`src/rtl/mac_pkg.sv`:
```
// Shared types and width helpers for the matrix MAC block.
package mac_pkg;

    typedef enum logic [2:0] {
        IDLE,
        READ,
        CAPT,
        MULT,
        ACC,
        WRITE,
        DONE
    } mac_state_e;

    // K full-width products fit without overflow in 2W + clog2(K) bits.
    function automatic int res_width(input int w, input int k);
        return 2 * w + $clog2(k);
    endfunction

    function automatic int cnt_width(input int n);
        return (n > 1) ? $clog2(n) : 1;
    endfunction

endpackage

```
`src/rtl/mac_mult_unit.sv`:
```
// Registered W x W multiplier, signed or unsigned, with a one-cycle valid pulse.
module mac_mult_unit #(
    parameter int W      = 32,
    parameter bit SIGNED = 1'b0
) (
    input  logic             clk,
    input  logic             reset,
    input  logic             start,
    input  logic [W-1:0]     a,
    input  logic [W-1:0]     b,
    output logic [2*W-1:0]   product,
    output logic             done
);

    logic [2*W-1:0] ext_a;
    logic [2*W-1:0] ext_b;

    // Extending both operands to 2W makes the low 2W bits of the product
    // correct for two's-complement and unsigned alike.
    assign ext_a = {{W{SIGNED & a[W-1]}}, a};
    assign ext_b = {{W{SIGNED & b[W-1]}}, b};

    always_ff @(posedge clk) begin
        if (reset) begin
            product <= '0;
            done    <= 1'b0;
        end else begin
            done <= start;
            if (start) begin
                product <= ext_a * ext_b;
            end
        end
    end

endmodule

```
`src/rtl/mac_acc_matmul.sv`:
```
// C = A x B engine: fetches operand pairs, multiplies, accumulates K deep and writes each C element.
module mac_acc_matmul
    import mac_pkg::*;
#(
    parameter int M                        = 4,
    parameter int N                        = 4,
    parameter int K                        = 4,
    parameter int DATA_WIDTH_INIT_MATRIX   = 32,
    parameter int DATA_WIDTH_RESULT_MATRIX = res_width(DATA_WIDTH_INIT_MATRIX, K),
    parameter bit SIGNED                   = 1'b0
) (
    input  logic                                  clk,
    input  logic                                  reset,
    input  logic                                  do_mac,
    input  logic [DATA_WIDTH_INIT_MATRIX-1:0]     data_in_a,
    input  logic [DATA_WIDTH_INIT_MATRIX-1:0]     data_in_b,
    output logic [cnt_width(M)-1:0]               row_addr_a,
    output logic [cnt_width(K)-1:0]               col_addr_a,
    output logic [cnt_width(K)-1:0]               row_addr_b,
    output logic [cnt_width(N)-1:0]               col_addr_b,
    output logic                                  matrix_a_re,
    output logic                                  matrix_b_re,
    output logic [2*DATA_WIDTH_INIT_MATRIX-1:0]   product_reg,
    output logic                                  mult_done_reg,
    output logic [DATA_WIDTH_RESULT_MATRIX-1:0]   acc_reg,
    output logic [cnt_width(M)-1:0]               row_addr_c,
    output logic [cnt_width(N)-1:0]               col_addr_c,
    output logic [DATA_WIDTH_RESULT_MATRIX-1:0]   data_out_c,
    output logic                                  matrix_c_we,
    output logic                                  mac_done
);

    localparam int W  = DATA_WIDTH_INIT_MATRIX;
    localparam int R  = DATA_WIDTH_RESULT_MATRIX;
    localparam int MW = cnt_width(M);
    localparam int NW = cnt_width(N);
    localparam int KW = cnt_width(K);

    localparam logic [MW-1:0] M_LAST = MW'(M - 1);
    localparam logic [NW-1:0] N_LAST = NW'(N - 1);
    localparam logic [KW-1:0] K_LAST = KW'(K - 1);

    mac_state_e state, state_nxt;

    logic [MW-1:0] i_cnt;
    logic [NW-1:0] j_cnt;
    logic [KW-1:0] k_cnt;
    logic [W-1:0]  op_a;
    logic [W-1:0]  op_b;
    logic [R-1:0]  prod_ext;
    logic          prod_sgn;

    mac_mult_unit #(
        .W      (W),
        .SIGNED (SIGNED)
    ) u_mult (
        .clk     (clk),
        .reset   (reset),
        .start   (state == MULT),
        .a       (op_a),
        .b       (op_b),
        .product (product_reg),
        .done    (mult_done_reg)
    );

    assign prod_sgn = SIGNED & product_reg[2*W-1];
    assign prod_ext = {{(R - 2*W){prod_sgn}}, product_reg};

    always_comb begin
        state_nxt = state;
        case (state)
            IDLE:    if (do_mac) state_nxt = READ;
            READ:    if (do_mac) state_nxt = CAPT;
            CAPT:    state_nxt = MULT;
            MULT:    state_nxt = ACC;
            ACC:     state_nxt = (k_cnt == K_LAST) ? WRITE : READ;
            WRITE:   state_nxt = (i_cnt == M_LAST && j_cnt == N_LAST) ? DONE : READ;
            DONE:    if (!do_mac) state_nxt = IDLE;
            default: state_nxt = IDLE;
        endcase
    end

    always_ff @(posedge clk) begin
        if (reset) begin
            state   <= IDLE;
            i_cnt   <= '0;
            j_cnt   <= '0;
            k_cnt   <= '0;
            acc_reg <= '0;
            op_a    <= '0;
            op_b    <= '0;
        end else begin
            state <= state_nxt;
            case (state)
                IDLE: begin
                    if (do_mac) begin
                        i_cnt   <= '0;
                        j_cnt   <= '0;
                        k_cnt   <= '0;
                        acc_reg <= '0;
                    end
                end
                CAPT: begin
                    op_a <= data_in_a;
                    op_b <= data_in_b;
                end
                ACC: begin
                    acc_reg <= acc_reg + prod_ext;
                    if (k_cnt != K_LAST) k_cnt <= k_cnt + 1'b1;
                end
                WRITE: begin
                    acc_reg <= '0;
                    k_cnt   <= '0;
                    if (j_cnt == N_LAST) begin
                        j_cnt <= '0;
                        i_cnt <= (i_cnt == M_LAST) ? '0 : i_cnt + 1'b1;
                    end else begin
                        j_cnt <= j_cnt + 1'b1;
                    end
                end
                default: ;
            endcase
        end
    end

    // Read enables follow do_mac combinationally so READ is the single pause point.
    assign matrix_a_re = (state == READ) && do_mac && !reset;
    assign matrix_b_re = matrix_a_re;
    assign matrix_c_we = (state == WRITE) && !reset;
    assign data_out_c  = matrix_c_we ? acc_reg : '0;
    assign mac_done    = (state == DONE);

    assign row_addr_a = i_cnt;
    assign col_addr_a = k_cnt;
    assign row_addr_b = k_cnt;
    assign col_addr_b = j_cnt;
    assign row_addr_c = i_cnt;
    assign col_addr_c = j_cnt;

endmodule

```
`config.mk`:
```
export PLATFORM = sky130hd
export DESIGN_NAME = mac_acc_matmul
export DESIGN_NICKNAME = d
export VERILOG_FILES = /design/src/rtl/mac_pkg.sv /design/src/rtl/mac_mult_unit.sv /design/src/rtl/mac_acc_matmul.sv
export SDC_FILE = /design/constraint.sdc
export NUM_CORES = 2
export LEC_CHECK = 0
export CAP_MARGIN = 20
export CORE_ASPECT_RATIO = 1.4
export CORE_MARGIN = 2
export CORE_UTILIZATION = 55
export DETAILED_ROUTE_END_ITERATION = 10
export HOLD_SLACK_MARGIN = 0.03
export PLACE_DENSITY = 0.75
export SLEW_MARGIN = 20
export SYNTH_ARGS = -nofsm -noshare
export SYNTH_HDL_FRONTEND = slang
export SYNTH_HIERARCHICAL = 1
export SYNTH_SLANG_ARGS = --single-unit
```
`constraint.sdc`:
```
create_clock -name clk -period 17.6 [get_ports clk]
set_input_delay 3.52 -clock clk [delete_from_list [all_inputs] [get_ports clk]]
set_output_delay 3.52 -clock clk [all_outputs]
set_load 0.02 [all_outputs]
```
Yosys cells after proc, flatten, opt, wreduce, memory -nomap -nowiden
Index checks and enable logic that the tools add are counted.
W data, S select, Z words.
{"block": "totals", "register_bits": 204, "output_inout_bits": 213}
{"block": "classes", "muxes": 17, "reduce_logical": 13, "eq_ne": 15, "multipliers": 1, "add_sub_neg": 4}
{"cell": "$pmux W66 S3", "count": 1}
{"cell": "$mux W66", "count": 2}
{"cell": "$add A66 B64 Y66", "count": 1}
{"cell": "$mul A32 B32 Y64", "count": 1}
{"cell": "$pmux W3 S7", "count": 1}
{"cell": "$mux W3", "count": 5}
{"cell": "$ne A2 B2 Y1 const B", "count": 6}
{"cell": "$mux W2", "count": 5}
{"cell": "$eq A3 B3 Y1 const B", "count": 3}
{"cell": "$reduce_and A3 Y1", "count": 3}
{"cell": "$pmux W2 S2", "count": 2}
{"cell": "$add A2 B1 Y2 const B", "count": 3}
{"cell": "$eq A2 B2 Y1 const B", "count": 3}
{"cell": "$eq A3 B2 Y1 const B", "count": 2}
{"cell": "$pmux W2 S3", "count": 1}
{"cell": "$logic_and A1 B1 Y1", "count": 4}
{"cell": "$reduce_and A2 Y1", "count": 2}
{"cell": "$eq A3 B1 Y1 const B", "count": 1}
{"cell": "$logic_not A3 Y1", "count": 1}
{"cell": "$reduce_bool A3 Y1", "count": 1}
{"cell": "$reduce_bool A2 Y1", "count": 1}
{"cell": "$logic_not A1 Y1", "count": 1}

Depth between registers and ports, before layout
{"block": "depth", "depth_word": 4, "ltp_mapped": 30}

Cells and area by module
Netlist, hierarchy kept.
{"mod": "mac_mult_unit", "area_per_inst_um2": 35514.1, "n_inst": 1, "seq_area_each_um2": 1301.2, "cells_per_inst": 3921}
{"mod": "mac_acc_matmul", "area_per_inst_um2": 9233.9, "n_inst": 1, "seq_area_each_um2": 2782.7, "cells_per_inst": 1228}

Worst setup path before layout
OpenSTA, ideal clock, no wires.
{"block": "synth_timing", "kind": "input -> output", "start": "input reset", "end": "output data_out_c[26]", "required_ns": 14.080, "t_arrival_ns": 4.587, "n_path_buf": 3, "setup_slack_ns": 9.493, "cell_stages": 5, "cell_sequence": "clkbuf_1 -> nor2_1 -> clkbuf_1 -> clkbuf_1 -> and2_1"}
{"block": "synth_via", "elab_chain_cells": 3}
{"element": "from (decl)", "line_no": "mac_acc_matmul.sv:13", "source": "input logic reset,"}
{"element": "$logic_not A1 Y1", "line_no": "mac_acc_matmul.sv:129", "source": "assign matrix_c_we = (state == WRITE) && !reset;"}
{"element": "$logic_and A1 B1 Y1", "line_no": "mac_acc_matmul.sv:129"}
{"element": "$mux W66", "line_no": "mac_acc_matmul.sv:130", "source": "assign data_out_c = matrix_c_we ? acc_reg : '0;"}
{"element": "to (decl)", "line_no": "mac_acc_matmul.sv:28", "source": "output logic [DATA_WIDTH_RESULT_MATRIX-1:0] data_out_c,"}
No other way between the ends.

Final worst setup path
{"block": "layout_timing", "start": "input reset", "end": "output data_out_c[44]"}
The elaborated chain is that of the path after synthesis.

==> qor.yml <==
detailed_routing:
  vias: 35360
  viasPerCell: 5.623
  drtPass1Iterations: 5
  totalWireLength_um: 122900
  drc: 0
  wl_per_cell_um: 19.54
  detail-route-antenna-nets: 0
  drtIter0Drc: 2035
cells_and_area:
  stdcell_count: 6289
  final_util_pct: 60.95
  drive_gt1_share_pct: 3.138
  area_growth_pct: 9.627
  num-nets-final: 6500
  largest_reg_flops: 66
global_routing:
  busiest_layer: "met2"
  use_met1_pct: 37.65
  antenna_found_initial: 3
  grt_max_degree: 73
  use_met3_pct: 3.875
  grt_pass1_wl_um: 200700
  grt.total_usage_pct: 30.08
  met2_usage_pct: 53.00
  grt_overflow: 0
  grt_pass1_vias: 38270
timing:
  fmax_mhz: 115.2
  post-route-period-util_pct: 49.33
  setup_viol: 0
  finalSetupTns_ns: 0
  worst_slew_pin_slew_ns: 0.9522
  relSlewSlack_pct: 36.43
  fin_skew_ns: 0.04801
  drv_slew: 0
  worst_slack_ns: 8.918
  hold_viol: 0
  rsz0062_at_grt: "false"
  period_minus_slack_ns: 8.682
synth:
  synth.distinct_cells: 77
  synthSimpleGateAreaFrac_pct: 19.18
  async_reset_ff_share_pct: 0
  synth_area_mm2: 0.04475
  syn_avg_cell_area_um2: 8.691
  synthAdderAreaFrac_pct: 49.36
  synthTopCellsByCount: "fa_1, inv_1, nand2_1"
  ys_ff_latch: 204
  synth_area_leaders: "fa_1, and2_1, ha_1, dfxtp_1, inv_1"
  synth-xor-area-share_pct: 2.329
  yosysWarnings: 6
  synth_top_area_cell: "fa_1"
  synth-compound-area-share_pct: 8.928
  ys.flop_type: "dfxtp_1"
  synth_cells: 5149
  synth-edff-count: 0
  yosysMostFrequentCell: "fa_1"
  ys_seq_area_share_pct: 9.126
  synthesis.nets: 6443
  synth_top_family_by_area: "adder cells"
  muxShareOfSynthArea_pct: 0.7605
  synth_top_area_share_pct: 40.13
floorplanning:
  die-area_mm2: 0.08369
  die_h_um: 341.5
  design.core.area_mm2: 0.08049
  io_pins: 280
  initial_core_util_pct: 55.60
  die_w_um: 245.1
  rows: 123
place:
  place_inst: 6239
  dp_hpwl_um: 96690
  place_ws_ns: 8.565
  port_buffers: 279
  place.gp.congestion: 0.9199
pwr:
  leakage_nw: 23.39
  vdd_drop_max_v: 0.00006999
  power_density_mw_per_mm2: 25.17
cts:
  cts_hold_buf: 0
  cts_buffer_depth: 3
  cts.clk_slew.worst_paths_ns: 0.05
  cts_resized: 0
  post_cts_buffers: 0
  htreeDepth: 1
  cts_root_buffer: "clkbuf_16"
  cts_tree: "yes"
  numCtsBuffers: 26
  clock_latency_ns: 0.62
  clock_sinks: 204
setup_path:
  crit_type: "in -> out"
  cp-end-kind: "primary output"
  critPathLaunchType: "primary input"
  required_ns: 14.08
  cp_max_fo: 42
  arrival_ns: 5.16
status:
  status: "finished, final reports clean"
min_path:
  hold_class: "reg -> reg"
flow_run:
  maxCapViolations: 0
[kinds of logic (layout without fill, tap and decap cells)]
group | count (synthesis) | count (layout)
simple gates | 1727 | 1727
flops | 204 | 204
compound gates | 625 | 625
xor+xnor | 119 | 119
buf+inv | 1213 | 1290
other cells | 0 | 1
fa+ha+maj | 1227 | 1227
mux | 34 | 34
[per-stage QoR]
| step | total power [mW] | hold slack (ns) | instance area [um2] |
|---|---|---|---|
| global route | 1.277 | 0.4758 | 49050 |
| finish | 1.235 | 0.4558 | 49060 |
| detailed placement | 0.6800 | 0.4487 | 48150 |
| floorplan | 0.5976 | 0.4745 | 44750 |
| global placement | 0.6784 | 0.4449 | 48150 |
| CTS | 1.243 | 0.4582 | 49030 |
[metal layers]
metal | up-vias | wire length, um | share of wire (%)
met1 | 17890 | 48270 | 39
li1 | 15830 | - | -
met5 | - | 33 | 0.027
met3 | 296 | 8076 | 6.6
met4 | 6 | 4875 | 4.0
met2 | 1349 | 61640 | 50
[worst paths after layout]
| path | start | to | slack (ns) | cells past startpoint |
|---|---|---|---|---|
| min reg2reg | op_b[7] | op_b[7] | 0.46 | 2 |
| max reg2reg | op_b[8] | u_mult/product[55] | 8.99 | 23 |
| max | reset | data_out_c[44] | 8.92 | 5 |
| min | op_b[7] | op_b[7] | 0.46 | 2 |
[critical path, stage by stage]
cell and delay, ns:
buf_6 0.16, nor2_4 0.44, buf_12 0.25, and2_1 0.15
clkdlybuf4s50_1 0.60
[area by class of cell]
type,instances,area (um2)
diodes,1,2.502
clock inverters,15,151.4
multi-input cells,3732,36060
fillers,6895,31430
clock buffers,33,726.9
repair buffers,352,3354
inverters,890,3341
flip-flops and latches,204,4088
well taps,1062,1329
[power by group]
| part | switching, mW | internal [mW] |
|---|---|---|
| clock network | 0.250 | 0.311 |
| registers | 0.0116 | 0.468 |
| logic | 0.134 | 0.0603 |
| total | 0.395 | 0.839 |
[cell usage in the layout, fill, tap and decap left out, types with 6 or more instances in the layout]
cell / count
o31ai_1: 9
nor2_1: 163
a21o_1: 71
nand4_1: 43
or3_1: 11
mux2i_1: 34
dfxtp_1: 201
o211ai_1: 9
a211o_1: 6
nand2_1: 709
o21bai_1: 20
nand2b_1: 11
o21ai_0: 118
o21ai_1: 16
inv_1: 890
o21a_1: 19
a31oi_1: 21
a211oi_1: 12
buf_4: 72
and3_1: 14
ha_1: 330
a22o_1: 8
clkbuf_16: 26
fa_1: 897
clkdlybuf4s50_1: 278
nor3_1: 27
xor2_1: 48
and2_1: 669
xnor2_1: 71
a22oi_1: 29
or2_2: 7
nand3_1: 33
nor2b_1: 15
a21oi_1: 224
(Power assumes the default switching activity.)
